--- config.mk ---
export PLATFORM = sky130hd
export DESIGN_NAME = onehot_scan_decoder
export DESIGN_NICKNAME = d
export VERILOG_FILES = /design/src/rtl/onehot_scan_decoder.sv
export SDC_FILE = /design/constraint.sdc
export NUM_CORES = 1
export LEC_CHECK = 0
export CORE_AREA = 2 2 57 59
export CTS_CLUSTER_SIZE = 8
export DETAILED_ROUTE_END_ITERATION = 12
export DIE_AREA = 0 0 59 61
export PLACE_DENSITY = 0.7
export SLEW_MARGIN = 30
export SYNTH_ARGS = -nofsm -noshare
export SYNTH_HDL_FRONTEND = slang
export SYNTH_SLANG_ARGS = --single-unit
--- constraint.sdc ---
create_clock -name clk -period 3.7 [get_ports clk]
set_input_delay 0.74 -clock clk [delete_from_list [all_inputs] [get_ports clk]]
set_output_delay 0.74 -clock clk [all_outputs]
set_load 0.01 [all_outputs]
--- src/rtl/onehot_scan_decoder.sv ---
// Registered binary-to-one-hot decoder with a DIRECT (decoded select) mode
// and a SCAN mode that walks one active line across all outputs.
module onehot_scan_decoder #(
    parameter int N_OUT   = 6,
    parameter int SEL_W   = 3,
    parameter int DWELL_W = 8
) (
    input  logic               clk,
    input  logic               rst_n,
    input  logic               en,
    input  logic               mode,
    input  logic [SEL_W-1:0]   sel,
    input  logic               sel_valid,
    input  logic [DWELL_W-1:0] dwell,
    output logic [N_OUT-1:0]   out,
    output logic [SEL_W-1:0]   idx,
    output logic               err,
    output logic               wrap
);

    typedef enum logic [1:0] {
        ST_OFF    = 2'd0,
        ST_DIRECT = 2'd1,
        ST_SCAN   = 2'd2
    } state_t;

    // Extra bit so the range check also works when N_OUT == 2**SEL_W.
    localparam logic [SEL_W:0]   N_OUT_EXT = (SEL_W+1)'(N_OUT);
    localparam logic [SEL_W-1:0] LAST_IDX  = SEL_W'(N_OUT - 1);

    state_t               state_reg, state_next;
    logic [N_OUT-1:0]     out_reg, out_next;
    logic [SEL_W-1:0]     idx_reg, idx_next;
    logic                 err_reg, err_next;
    logic                 wrap_reg, wrap_next;
    logic [DWELL_W-1:0]   dwell_cnt_reg, dwell_cnt_next;

    logic [SEL_W-1:0]     idx_adv;
    logic                 sel_in_range;
    logic [N_OUT-1:0]     sel_dec;
    logic [N_OUT-1:0]     adv_dec;

    assign idx_adv      = (idx_reg == LAST_IDX) ? '0 : idx_reg + SEL_W'(1);
    assign sel_in_range = ({1'b0, sel} < N_OUT_EXT);

    // Only lines 0..N_OUT-1 exist, so out-of-range codes can never reach out.
    generate
        for (genvar gi = 0; gi < N_OUT; gi++) begin : g_dec
            assign sel_dec[gi] = (sel == SEL_W'(gi));
            assign adv_dec[gi] = (idx_adv == SEL_W'(gi));
        end
    endgenerate

    always_ff @(posedge clk or negedge rst_n) begin
        if (!rst_n) begin
            state_reg     <= ST_OFF;
            out_reg       <= '0;
            idx_reg       <= '0;
            err_reg       <= 1'b0;
            wrap_reg      <= 1'b0;
            dwell_cnt_reg <= '0;
        end else begin
            state_reg     <= state_next;
            out_reg       <= out_next;
            idx_reg       <= idx_next;
            err_reg       <= err_next;
            wrap_reg      <= wrap_next;
            dwell_cnt_reg <= dwell_cnt_next;
        end
    end

    always_comb begin
        state_next     = state_reg;
        out_next       = out_reg;
        idx_next       = idx_reg;
        err_next       = err_reg;
        wrap_next      = 1'b0;
        dwell_cnt_next = dwell_cnt_reg;

        if (!en) begin
            state_next = ST_OFF;
        end else if (mode) begin
            state_next = ST_SCAN;
        end else begin
            state_next = ST_DIRECT;
        end

        // Outputs are decided by the state being entered, so a mode change
        // takes effect on the same edge and any partial dwell is dropped.
        case (state_next)
            ST_OFF: begin
                out_next       = '0;
                err_next       = 1'b0;
                dwell_cnt_next = '0;
            end
            ST_DIRECT: begin
                dwell_cnt_next = '0;
                if (state_reg != ST_DIRECT) begin
                    out_next = '0;
                    err_next = 1'b0;
                end else if (sel_valid) begin
                    if (sel_in_range) begin
                        out_next = sel_dec;
                        idx_next = sel;
                        err_next = 1'b0;
                    end else begin
                        out_next = '0;
                        err_next = 1'b1;
                    end
                end
            end
            ST_SCAN: begin
                err_next = 1'b0;
                if (state_reg != ST_SCAN) begin
                    idx_next       = '0;
                    out_next       = N_OUT'(1);
                    dwell_cnt_next = '0;
                end else if (dwell_cnt_reg >= dwell) begin
                    // >= rather than == so a live drop of dwell forces the step.
                    dwell_cnt_next = '0;
                    idx_next       = idx_adv;
                    out_next       = adv_dec;
                    wrap_next      = (idx_reg == LAST_IDX);
                end else begin
                    dwell_cnt_next = dwell_cnt_reg + DWELL_W'(1);
                end
            end
            default: begin
                out_next       = '0;
                dwell_cnt_next = '0;
            end
        endcase
    end

    assign out  = out_reg;
    assign idx  = idx_reg;
    assign err  = err_reg;
    assign wrap = wrap_reg;

endmodule

* Word-level counts from Yosys, hierarchy flattened
Index checks and enable logic that the tools add are counted.
** Cells by class
- $add $sub $neg :: 2
- Multiply operators :: 0
- Divide/modulo/power cells :: 0
- $lt $le $gt $ge :: 2
- Equal/unequal tests :: 20
- Shifts and indexed selects :: 0
- Mux-type cells :: 25
- Bitwise gates (word level) :: 0
- Reduce and logical (&&, ||, !) cells :: 9
** Operator list (number)
- 6-bit 2-to-1 mux :: 5
- 8-bit 2-to-1 mux :: 3
- 3-bit 2-to-1 mux :: 6
- 3-bit equality test (second input constant) :: 5
- 3-bit by 2-bit equality test with 1-bit output (second input constant) :: 4
- 6-bit one-hot mux with 2 select lines :: 1
- 8-bit by 1-bit adder with 8-bit output (second input constant) :: 1
- 8-bit greater-or-equal comparator :: 1
- 2-bit != test (second input constant) :: 4
- 3-bit by 1-bit equality test with 1-bit output (second input constant) :: 2
- 3-bit logical NOT :: 2
- 1-bit 2-to-1 mux :: 6
- 3-bit != test (second input constant) :: 2
- 3-bit one-hot mux with 2 select lines :: 1
- 5-bit AND reduction :: 1
- 2-bit 2-to-1 mux :: 2
- 2-bit AND reduction :: 2
- 2-bit nonzero test :: 2
- 3-bit by 1-bit adder with 3-bit output (second input constant) :: 1
- 3-bit < comparator (second input constant) :: 1
- 2-bit by 1-bit equality test with 1-bit output (second input constant) :: 1
- 2-bit equality test (second input constant) :: 1
- 2-bit logical NOT :: 1
- 2-bit by 1-bit != test with 1-bit output (second input constant) :: 1
- other kinds (2) :: 2
** Word-level totals
- Bits in registers :: 21
- Bits in latches :: 0
- RAM bits :: 0
- Memory bits (read-only) :: 0
- Input port bits :: 16
- Output and inout bits :: 11
- Logic and storage cells :: 64
- Memories :: 0

* Longest topological paths before layout
- Depth in word-level cells :: 6
- Depth in mapped cells :: 7
- Gate-level depth less buffers :: 7

* Worst setup path before layout
No wires, ideal clock.
- Path type :: in2reg
- Start :: input dwell[0]
- End :: register out_reg[1] (netlist: out[1])
- Library setup time :: 128 ps
- Arrival :: 2293 ps
- Data required time :: 3572 ps
- Path slack :: 1280 ps
- Cell stages on the path :: 6
- Path buffers :: 0
- Path through :: ha_1 > nand2b_1 > a2111oi_2 > o2111ai_4 > nand2_2 > mux2_1
** Between the ends
- Cells in the longest elaborated chain, start to end :: 3
** Ends and longest elaborated chain
- start: declaration :: line 14 : input logic [DWELL_W-1:0] dwell,
- 8-bit greater-or-equal comparator :: line 118 : end else if (dwell_cnt_reg >= dwell) begin
- 3-bit != test (no line)
- 2-bit AND reduction (no line)
- end signal: assignment :: line 64 : out_reg <= out_next;
- end: declaration :: line 32 : logic [N_OUT-1:0] out_reg, out_next;
Every way passes these cells.
A chain may end at the register's enable or synchronous reset.

* Worst setup path after layout
- Start :: input dwell[0]
- End :: register out_reg[4] (netlist: out[4])
The elaborated chain is that of the path after synthesis.

==> metrics.md <==
| Metric | Value |
|---|---|
| Num CTS Buffers | 3 |
| Reg clk slew, reported paths | 0.12 ns |
| TritonCTS clock tree | built |
| Setup violations, final | 0 |
| Initial antenna violation count | 0 |
| Peak Freq | 371 MHz |
| Die Area | 3600 um2 |
| Clock Skew | 0.0116 ns |
| Yosys cell types | 39 |
| Hold crit path type | in2async |
| CTS-repair resized insts | 0 |
| Total number of vias | 1078 |
| Clk pwr share | 24.3% |
| Dpl hpwl | 2180 um |
| Outcome | finished clean |
| Die Width | 59 um |
| Ys async rst share | 100% |
| Peak supply drop | 0.142 mV |
| Sequential fraction of the synthesis area | 40.7% |
| Critical Path RT | 3.89 ns |
| YS warnings | 0 |
| Antenna cell count | 0 |
| Starting Density | 43.8% |
| Share of post-route cells with drive strength above 1 | 8.28% |
| Comb pwr share | 19.7% |
| Post-CTS Hold Buffers | 0 |
| CP Capture Type | register |
| RD Place Congestion | 0.891 |
| Number of global-route vias before repair | 1164 |
| First-pass GRT wire length | 4840 um |
| Total GRT Usage | 17.7% |
| Final WL | 2810 um |
| Final period util | 72.9% |
| Setup TNS | 0 ns |
| Switch Pwr | 124 uW |
| Total gr overflow | 0 |
| Sink Count | 21 |
| I/O pin total | 27 |
| Ranking of synthesized cells by area | dfrtp_1 (41%), ha_1 (8.7%), inv_1 (4.1%) |
| Die height | 61 um |
| Startpoint types | input pin |
| Slew headroom | 66.8% |
| Area of the mapped netlist | 1290 um2 |
| Post-Syn Instances | 127 |
| Cell Rows | 20 |
| Sequential fraction of design power | 56.0% |
| Switching part of the total power | 27.6% |
| Most common cell in the synthesized netlist | dfrtp_1 |
| #FFs+latches synth | 21 |
| Skew-Pair Late Insertion Delay | 0.31 ns |
| Ys flop type | dfrtp_1 |
| Flip-flop count of the largest register after layout | 8 |
| Number of remaining DRC errors | 0 |
| Max clock buf depth | 2 |
| Syn Nets | 152 |
| Post-synth EDFFs | 0 |
| Slew @ Worst Pin | 0.498 ns |
| Worst hold slack | 0.365 ns |
| DR iter-0 viols | 30 |
| Yosys top cell area share | 40.7% |
| Syn Area/Cell | 10.2 um2 |
| Unrepaired setup endpoints after global routing | no |
| Max-Cap Viols | 0 |
| Setup bufs post-CTS | 0 |
| Vias per inst | 5.67 |
| Largest net degree at the start of global routing | 22 |
| Cell Pwr Density | 278 nW/um2 |
| Area growth, synth to finish | 25.1% |
| Post-synth top cells | dfrtp_1 (21), inv_1 (14), nor2_1 (12) |
| Final nets | 183 |
| Clock Tree Root | clkbuf_4 |
| Int Pwr | 326 uW |
| Port bufs | 26 |
| Crit Path Category | in2reg |
| Critical Path AT | 2.88 ns |
| Number of iterations in the first detailed-routing pass | 4 |
| Slew Limit Fails | 0 |
| CORE AREA | 2950 um2 |
| DR WL/cell | 14.8 um |
| Post-route ant nets | 0 |
| Max Fanout on Critical Path | 9 |
| Post-synth top area cell | dfrtp_1 |
| Count of final hold-check violations | 0 |
| H-tree depth | 1 |
| Leak | 0.000733 uW |
| Tmin final | 2.70 ns |
[layer usage]
metal | routed length [um] | part of all wire (%) | GRT usage (%)
met5 | 0 | 0 | 0
met4 | 46 | 1.6 | 7.47
met3 | 112 | 4.0 | 3.41
met2 | 1370 | 49 | 31.9
met1 | 1280 | 46 | 20.5
[final timing paths]
check                                  from          endpoint  slack [ns]  cells after the start
min in group clk                     out[3]            out[3]        0.51                      1
max in group asynchronous             rst_n  dwell_cnt_reg[7]        3.00                      1
hold / removal                        rst_n  dwell_cnt_reg[4]        0.36                      1
hold reg to reg                      out[3]            out[3]        0.51                      1
setup / recovery                   dwell[0]            out[4]        1.00                      7
setup reg to reg           dwell_cnt_reg[0]            out[4]        1.37                      7
[stage by stage]
step / utilization, % / instance area (um2) / std cells / total power (uW) / setup WS (ns)
after floorplan: - / 1290 / 127 / 296 / 1.28
after global placement: 54.0 / 1590 / 186 / 345 / 0.721
after detailed placement: 54.0 / 1590 / 186 / 345 / 0.673
after CTS: 54.9 / 1620 / 190 / 456 / 0.991
after global routing: 54.7 / 1620 / 190 / 476 / 0.905
final: 54.7 / 1620 / 190 / 450 / 1.00
[cell usage in the layout (no fill, tap or decap), types with 3 or more instances in the layout]
master           count
clkdlybuf4s50_1     25
a32o_1               4
nand3_1              6
nor2b_1              3
xor2_1               4
dfrtp_1             21
a21oi_1              9
and3_1               3
ha_1                 9
clkbuf_4             3
nor2_1              12
a31oi_1              5
inv_1               14
mux2_1               4
[worst max-delay path, stage by stage]
cell             delay (ns)
clkdlybuf4s50_1        0.41
ha_1                   0.29
nand2b_1               0.18
a2111oi_2              0.50
o2111ai_4              0.26
nand2_2                0.17
mux2_1                 0.34
[cell families after synthesis]
kind of cell,Yosys count,synth area share (%)
buffers and inverters,14,4.07
muxes,5,4.36
xor gates and xnor gates,6,4.07
and+or+nand+nor,40,18.8
adders and majority gates,9,8.71
DFF,21,40.7
AOI/OAI and AO/OA,32,19.4
[power groups by stage]
stage	clock network [uW]	registers, uW	logic [uW]
after CTS	115	252	90.0
after global placement	0	256	88.4
after detailed placement	0	256	89.8
after global routing	123	254	98.9
after floorplan	0	257	39.3
final	109	252	88.7
[cell type report]
type	count	area (um2)
Clock buffer	3	22.5
Clock inverter	1	5.00
Fill cell	276	1340
Inverter	14	52.6
Multi-Input combinational cell	92	714
Sequential cell	21	526
Tap cell	33	41.3
Timing Repair Buffer	26	255
Note: power is estimated with default switching activity, not from simulation.
